===== config.mk =====
export PLATFORM = sky130hd
export DESIGN_NAME = serial_mod_reduce
export DESIGN_NICKNAME = d
export VERILOG_FILES = /design/src/rtl/serial_mod_reduce.sv
export SDC_FILE = /design/constraint.sdc
export NUM_CORES = 2
export LEC_CHECK = 0
export ABC_CLOCK_PERIOD_IN_PS = 4700
export CORE_ASPECT_RATIO = 1.75
export CORE_MARGIN = 2
export CORE_UTILIZATION = 50
export DETAILED_ROUTE_END_ITERATION = 12
export MAX_ROUTING_LAYER = met4
export PLACE_DENSITY = 0.75
export SETUP_SLACK_MARGIN = 0.2
export SYNTH_ARGS = -nofsm -noshare
export SYNTH_HDL_FRONTEND = slang
export SYNTH_SLANG_ARGS = --single-unit

===== constraint.sdc =====
create_clock -name clock -period 4.7 [get_ports clock]
set_clock_uncertainty 0.15 [all_clocks]
set_input_delay 0.705 -clock clock [delete_from_list [all_inputs] [get_ports clock]]
set_output_delay 0.705 -clock clock [all_outputs]
set_load 0.02 [all_outputs]

===== src/rtl/serial_mod_reduce.sv =====
// serial_mod_reduce: bit-serial restoring reduction of a WIDTH_IN-bit product
// modulo a WIDTH_M-bit modulus. One product bit is consumed per cycle, MSB
// first, so one operation takes WIDTH_IN cycles. Ready/valid handshake on both
// sides; only one operation is in flight at any time.
module serial_mod_reduce #(
    parameter int WIDTH_IN = 384,
    parameter int WIDTH_M  = 128,
    parameter int CNT_W    = 9
) (
    input  logic                clock,
    input  logic                reset,
    input  logic                in_valid,
    output logic                in_ready,
    input  logic [WIDTH_IN-1:0] p_in,
    input  logic [WIDTH_M-1:0]  m_in,
    output logic                out_valid,
    input  logic                out_ready,
    output logic [WIDTH_M-1:0]  r_out,
    output logic                err
);

    typedef enum logic [1:0] {
        ST_IDLE = 2'd0,
        ST_RUN  = 2'd1,
        ST_DONE = 2'd2
    } state_t;

    state_t              r_state;
    logic [WIDTH_IN-1:0] r_p_sh;      // product, shifted left one bit per RUN cycle
    logic [WIDTH_M-1:0]  r_m;         // modulus captured at accept
    logic [WIDTH_M-1:0]  r_rem;       // running remainder, always < r_m
    logic [CNT_W-1:0]    r_cnt;       // product bits consumed so far
    logic                r_in_ready;
    logic                r_out_valid;
    logic [WIDTH_M-1:0]  r_r_out;
    logic                r_err;

    logic [WIDTH_M:0]    w_t;         // remainder with next product bit appended
    logic [WIDTH_M:0]    w_m_ext;
    logic [WIDTH_M:0]    w_diff;
    logic                w_ge;
    logic [WIDTH_M-1:0]  w_rem_next;
    logic                w_last;

    assign w_t     = {r_rem, r_p_sh[WIDTH_IN-1]};
    assign w_m_ext = {1'b0, r_m};
    assign w_ge    = (w_t >= w_m_ext);
    assign w_diff  = w_t - w_m_ext;

    // With r < m we have t <= 2m-1, so one conditional subtract restores
    // r < m and both candidates fit in WIDTH_M bits (t < m implies t's MSB is 0).
    assign w_rem_next = w_ge ? w_diff[WIDTH_M-1:0] : w_t[WIDTH_M-1:0];

    // Last RUN cycle: this edge consumes the final product bit.
    assign w_last = (r_cnt == CNT_W'(WIDTH_IN - 1));

    // Control FSM and datapath: accept, shift/subtract WIDTH_IN times, hold result until hand-off.
    // NOTE: every register here uses non-blocking assignment so all of them
    // sample pre-edge values; blocking would let r_rem see its own update.
    always_ff @(posedge clock) begin
        if (reset) begin
            r_state     <= ST_IDLE;
            r_p_sh      <= '0;
            r_m         <= '0;
            r_rem       <= '0;
            r_cnt       <= '0;
            r_in_ready  <= 1'b1;
            r_out_valid <= 1'b0;
            r_r_out     <= '0;
            r_err       <= 1'b0;
        end else begin
            case (r_state)
                ST_IDLE: begin
                    if (in_valid && r_in_ready) begin
                        r_p_sh     <= p_in;
                        r_m        <= m_in;
                        r_rem      <= '0;
                        r_cnt      <= '0;
                        r_in_ready <= 1'b0;
                        if (m_in == '0) begin
                            // Division by zero: report immediately, skip the RUN phase.
                            r_r_out     <= '0;
                            r_err       <= 1'b1;
                            r_out_valid <= 1'b1;
                            r_state     <= ST_DONE;
                        end else begin
                            r_state <= ST_RUN;
                        end
                    end
                end

                ST_RUN: begin
                    r_rem  <= w_rem_next;
                    r_p_sh <= r_p_sh << 1;
                    r_cnt  <= r_cnt + 1'b1;
                    if (w_last) begin
                        r_r_out     <= w_rem_next;
                        r_err       <= 1'b0;
                        r_out_valid <= 1'b1;
                        r_state     <= ST_DONE;
                    end
                end

                ST_DONE: begin
                    if (r_out_valid && out_ready) begin
                        r_out_valid <= 1'b0;
                        r_in_ready  <= 1'b1;
                        r_state     <= ST_IDLE;
                    end
                end

                default: begin
                    r_state     <= ST_IDLE;
                    r_in_ready  <= 1'b1;
                    r_out_valid <= 1'b0;
                end
            endcase
        end
    end

    assign in_ready  = r_in_ready;
    assign out_valid = r_out_valid;
    assign r_out     = r_r_out;
    assign err       = r_err;

endmodule

; Word-level counts from Yosys, hierarchy flattened
; Index checks and enable logic that the tools add are counted.
[totals]
reg_bits = 782
latch_bits = 0
ramBits = 0
mem_bits_ro = 0
input_bits = 516
wordCells = 57
n_memories = 0
[op_classes]
add_sub_neg = 2
mul = 0
n_div = 0
n_lt_le_gt_ge = 1
n_eq_ne = 7
n_shift = 0
mux = 26
bitwise_logic = 1
n_reduce_logical = 11
[op_table]
columns = operator, n
row1 = 384-bit case mux with 2 select lines, 1
row2 = 128-bit two-way mux, 5
row3 = 128-bit case mux with 2 select lines, 2
row4 = 384-bit two-way mux, 1
row5 = 129-bit by 128-bit >= comparator with 1-bit output, 1
row6 = 128-bit logical NOT, 1
row7 = 128-bit subtractor, 1
row8 = 9-bit case mux with 2 select lines, 1
row9 = 9-bit by 1-bit adder with 9-bit output (second input constant), 1
row10 = 9-bit == test (second input constant), 1
row11 = 9-bit two-way mux, 1
row12 = 2-bit two-way mux, 4
row13 = 2-bit != test (second input constant), 4
row14 = 4-bit AND reduction, 2
row15 = 1-bit two-way mux, 7
row16 = 1-bit case mux with 3 select lines, 2
row17 = 2-bit case mux with 3 select lines, 1
row18 = 3-bit AND reduction, 2
row19 = 2-bit AND reduction, 2
row20 = 2-bit by 1-bit == test with 1-bit output (second input constant), 1
row21 = 2-bit == test (second input constant), 1
row22 = 1-bit logical AND, 2
row23 = 2-bit logical NOT, 1
row24 = 1-bit case mux with 2 select lines, 1
row25 = 2 further kinds, 2

; Longest topological paths before layout
[logic_depth]
word_depth = 4
mapped_depth = 17
depth_no_buf = 15

; Worst setup path after synthesis
; OpenSTA, ideal clock, no wires.
[synth_path]
kind = register -> register
from = register r_p_sh[383]
to = register r_r_out[120] (netlist: r_out[120])
setup_ns = 0.122
arrival_time_ns = 3.116
required_ns = 4.428
setup_slack_ns = 1.312
path_stages_with_launch = 16
n_path_buf = 0
period_less_slack_ns = 3.388
path_cell_list = dfxtp_1 -> inv_1 -> ha_1 -> fa_1 -> nor2b_1 -> o2111ai_1 -> a21oi_1 -> o2111ai_1 -> o2111a_1 -> o2bb2ai_1 -> o211a_1 -> o41ai_2 -> a21oi_1 -> o21ai_1 -> o21ai_0 -> a221o_1
[synth_between]
elab_chain_len = 4
[synth_lines]
columns = element, line
row1 = from (decl), 29  ; logic [WIDTH_IN-1:0] r_p_sh;
row2 = from (signal assigned), 75  ; r_p_sh <= p_in;
row3 = from (signal assigned), 94  ; r_p_sh <= r_p_sh << 1;
row4 = 128-bit subtractor / 129-bit by 128-bit >= comparator with 1-bit output (equally long branches), "48, 47"
row5 = 128-bit two-way mux (*), 52  ; assign w_rem_next = w_ge ? w_diff[WIDTH_M-1:0] : w_t[WIDTH_M-1:0];
row6 = 128-bit two-way mux (*), 96  ; if (w_last) begin
row7 = 128-bit case mux with 2 select lines (*), 72  ; case (r_state)
row8 = to (signal assigned), 97  ; r_r_out <= w_rem_next;
row9 = to (decl), 35  ; logic [WIDTH_M-1:0] r_r_out;
; Every way passes the cells marked *; elsewhere a longest branch is shown, timed or not. The select of a mux whose other input is x is not followed.
; A chain may end at the register's enable or synchronous reset.

; Final worst setup path
[layout_path]
from = input port m_in[1]
to = register r_r_out[105] (netlist: r_out[105])
[layout_between]
elab_chain_len = 3
[layout_lines]
columns = element, line
row1 = from (decl), 15  ; input logic [WIDTH_M-1:0] m_in,
row2 = 128-bit logical NOT, 80  ; if (m_in == '0) begin
row3 = 2-bit != test (no line), n/a
row4 = 4-bit AND reduction (no line), n/a
; Every way passes these cells.

==> results_dict.tcl <==
set metrics [dict create \
    gp_congestion 1.06 \
    clock_path_buffers 3 \
    io_buffers 646 \
    setup_tns_ns 0 \
    status "completed" \
    grt_max_degree 242 \
    htree_levels 3 \
    final_core_util 0.637 \
    grt_setup_unrepaired "no" \
    clkSinkCount 782 \
    hold_buffers 0 \
    worstPathRequired_ns 5.15 \
    yosysSeqAreaShare 0.383 \
    synthCells 5550 \
    clock-root-buffer "clkbuf_16" \
    viasPerCell 5.98 \
    grt_pass1_wl_um 245000 \
    period_share 0.924 \
    drt_iter0_markers 3878 \
    critPathKind "input port to register" \
    globalRouteOverflowTotal 0 \
    cts.clk_slew.worst_paths_ns 0.06 \
    finalHoldViolations 0 \
    antenna_found_initial 42 \
    drv_cap 0 \
    final_antenna_net_count 0 \
    coreArea_um2 81000 \
    synth.distinct_cells 83 \
    start_util 0.505 \
    fin_cells 7187 \
    drt_first_pass_iters 6 \
    ys_ff_latch 782 \
    clk_latency_ns 0.69 \
    cts_tree "built" \
    max-vdd-ir-drop_mv 0.783 \
    crit_path_end_kind "register" \
    die_w_um 220 \
    max_freq_ghz 0.230 \
    slew_viol_final 0 \
    drt-total-wl_um 166000 \
    syn-num-nets 6196 \
    p_leak_nw 20.5 \
    synthArstFlopShare 0 \
    worstPathMaxFanout 13 \
    finalCriticalPeriod_ns 4.34 \
    dp_hpwl_um 125000 \
    synth-edff-count 0 \
    setup_viol 0 \
    maxSlewHeadroom 0.158 \
    wl_per_cell_um 23.1 \
    io_pins 647 \
    ys_warn_count 0 \
    track_usage 0.395 \
    synthesis.area_um2 40900 \
    worst_pin_slew_ns 1.25 \
    grt_pass1_vias 41139 \
    hold_path.class "register to register" \
    drc 0 \
    die-height_um 382 \
    dieArea_um2 84200 \
    layout-drive-gt1-share 0.0640 \
    start_kind "input port" \
    area_growth_pct 26.1 \
    vias 42970 \
    rows 138 \
    power_density_nw_per_um2 704 \
    postSynthAreaPerCell_um2 7.37 \
    synth_ff_type "dfxtp_1" \
    dp_cells 7013 \
    cp.arrival_ns 4.79 \
    nets 6685 \
    cts_buffers 74 \
]
## per-layer routing
metal / wire length [um] / up-vias / global-route usage
met3: 13300 / 619 / 0.0957
met5: 0 / - / -
met1: 58800 / 20146 / 0.408
met2: 79800 / 1786 / 0.647
li1: - / 20419 / -
met4: 14500 / 0 / 0.295
## cells in the final DEF, fill, tap and decap left out, drive strengths merged, types with 48 or more instances in the layout
cell / synthesis / routed
a21o: 80 / 80
nor2: 720 / 720
a21oi: 498 / 498
clkbuf: 383 / 101
o21ai: 211 / 211
buf: 62 / 213
xnor2: 73 / 73
nand2: 1339 / 1339
clkdlybuf4s50: 0 / 645
nor3: 48 / 48
ha: 129 / 129
dfxtp: 782 / 782
a311oi: 383 / 383
nand4: 89 / 89
xor2: 50 / 50
inv: 180 / 185
## report_power, final
group | internal (mW) | switching (mW) | leakage, nW
sequential | 7.57 | 0.628 | 6.41
clock | 3.45 | 2.86 | 1.19
combinational | 8.09 | 13.7 | 12.9
## per-stage QoR
stage                     total power [mW]  worst slack (ns)  area (um^2)  hold slack (ns)
after detailed placement              29.4            -0.631        49000            0.297
after floorplan                       21.1              1.31        40900            0.282
after global routing                  38.1             0.253        51600            0.318
after CTS                             35.8             0.380        51500            0.306
final                                 36.3             0.359        51600            0.303
after global placement                29.4            -0.558        49000            0.285
## final timing paths
| check | end | depth (start not counted) | slack [ns] | startpoint |
|---|---|---|---|---|
| setup / recovery | r_out[105] | 13 | 0.36 | m_in[1] |
| hold / removal | r_m[104] | 2 | 0.30 | r_m[104] |
| setup reg to reg | r_rem[63] | 13 | 0.42 | r_m[3] |
| hold reg to reg | r_m[104] | 2 | 0.30 | r_m[104] |
## flip-flops by register name (all words and copies together), names as in the netlist
name       cells
out_valid      1
in_ready       1
r_p_sh       384
err            1
r_cnt          9
r_out        128
r_rem        128
r_m          128
r_state        2
## cell usage after synthesis, drive strengths merged, types with 5 or more instances
cell        n  area, um^2
nor2b       9        56.3
a211oi     19         143
o21ai     211        1070
nor2      720        2700
o21bai     46         345
a21o       80         601
nand3      33         165
a221oi      7        67.6
o21a       19         143
o211ai     16         130
a21boi     18         139
ha        129        1610
nor3       48         245
or2        10        62.6
a2bb2oi     8        70.1
and4       15         134
inv       180         676
a32oi      12         105
nor4       44         275
o22ai      12        75.1
mux2i      38         380
a22oi      32         240
dfxtp     782       15700
nand2b     13        81.3
nand2    1339        5030
clkbuf    383        1440
a21oi     498        2510
o41ai       6         105
a311oi    383        3350
a31oi      22         138
o221ai      5        43.8
a22o       39         342
and3       18         113
xor2       50         438
or3        12        75.1
o31ai      20         174
nand4      89         557
xnor2      73         639
buf        62         319
## cells by family after synthesis
family	Yosys count	synth area share
and+or+nand+nor	2363	0.235
AOI/OAI and AO/OA	1487	0.247
xor gates and xnor gates	123	0.0263
muxes	40	0.00985
adders and majority gates	130	0.0399
buffers and inverters	625	0.0595
DFF	782	0.383
## critical path: stages
cell and delay [ns]:
clkdlybuf4s50_1 0.66, nor4_2 0.42, buf_4 0.23, nand4_1 0.09, nor4_1 1.08, buf_4 0.28, a21oi_1 0.12, or3_4 0.42
nor2_1 0.11, buf_4 0.21, nand2_1 0.11, buf_12 0.17, o21ai_0 0.18
## layout make-up
class | instances | area, um^2
Fill cell | 7385 | 29400
Multi-Input combinational cell | 4143 | 22900
Sequential cell | 782 | 15700
Timing Repair Buffer | 858 | 8410
Clock buffer | 101 | 2090
Tap cell | 1050 | 1310
Inverter | 180 | 676
Clock inverter | 31 | 394
Antenna cell | 42 | 105
## repair_timing
| item | 4_1_cts | 5_1_grt |
|---|---|---|
| cloned | 0 | 0 |
| setup endpoints to repair | 37 | 26 |
| gates resized for setup | 1 | 6 |
| hold endpoints to repair | 0 | 0 |
| buffers inserted | 0 | 0 |
Note: power is estimated with default switching activity, not from simulation.
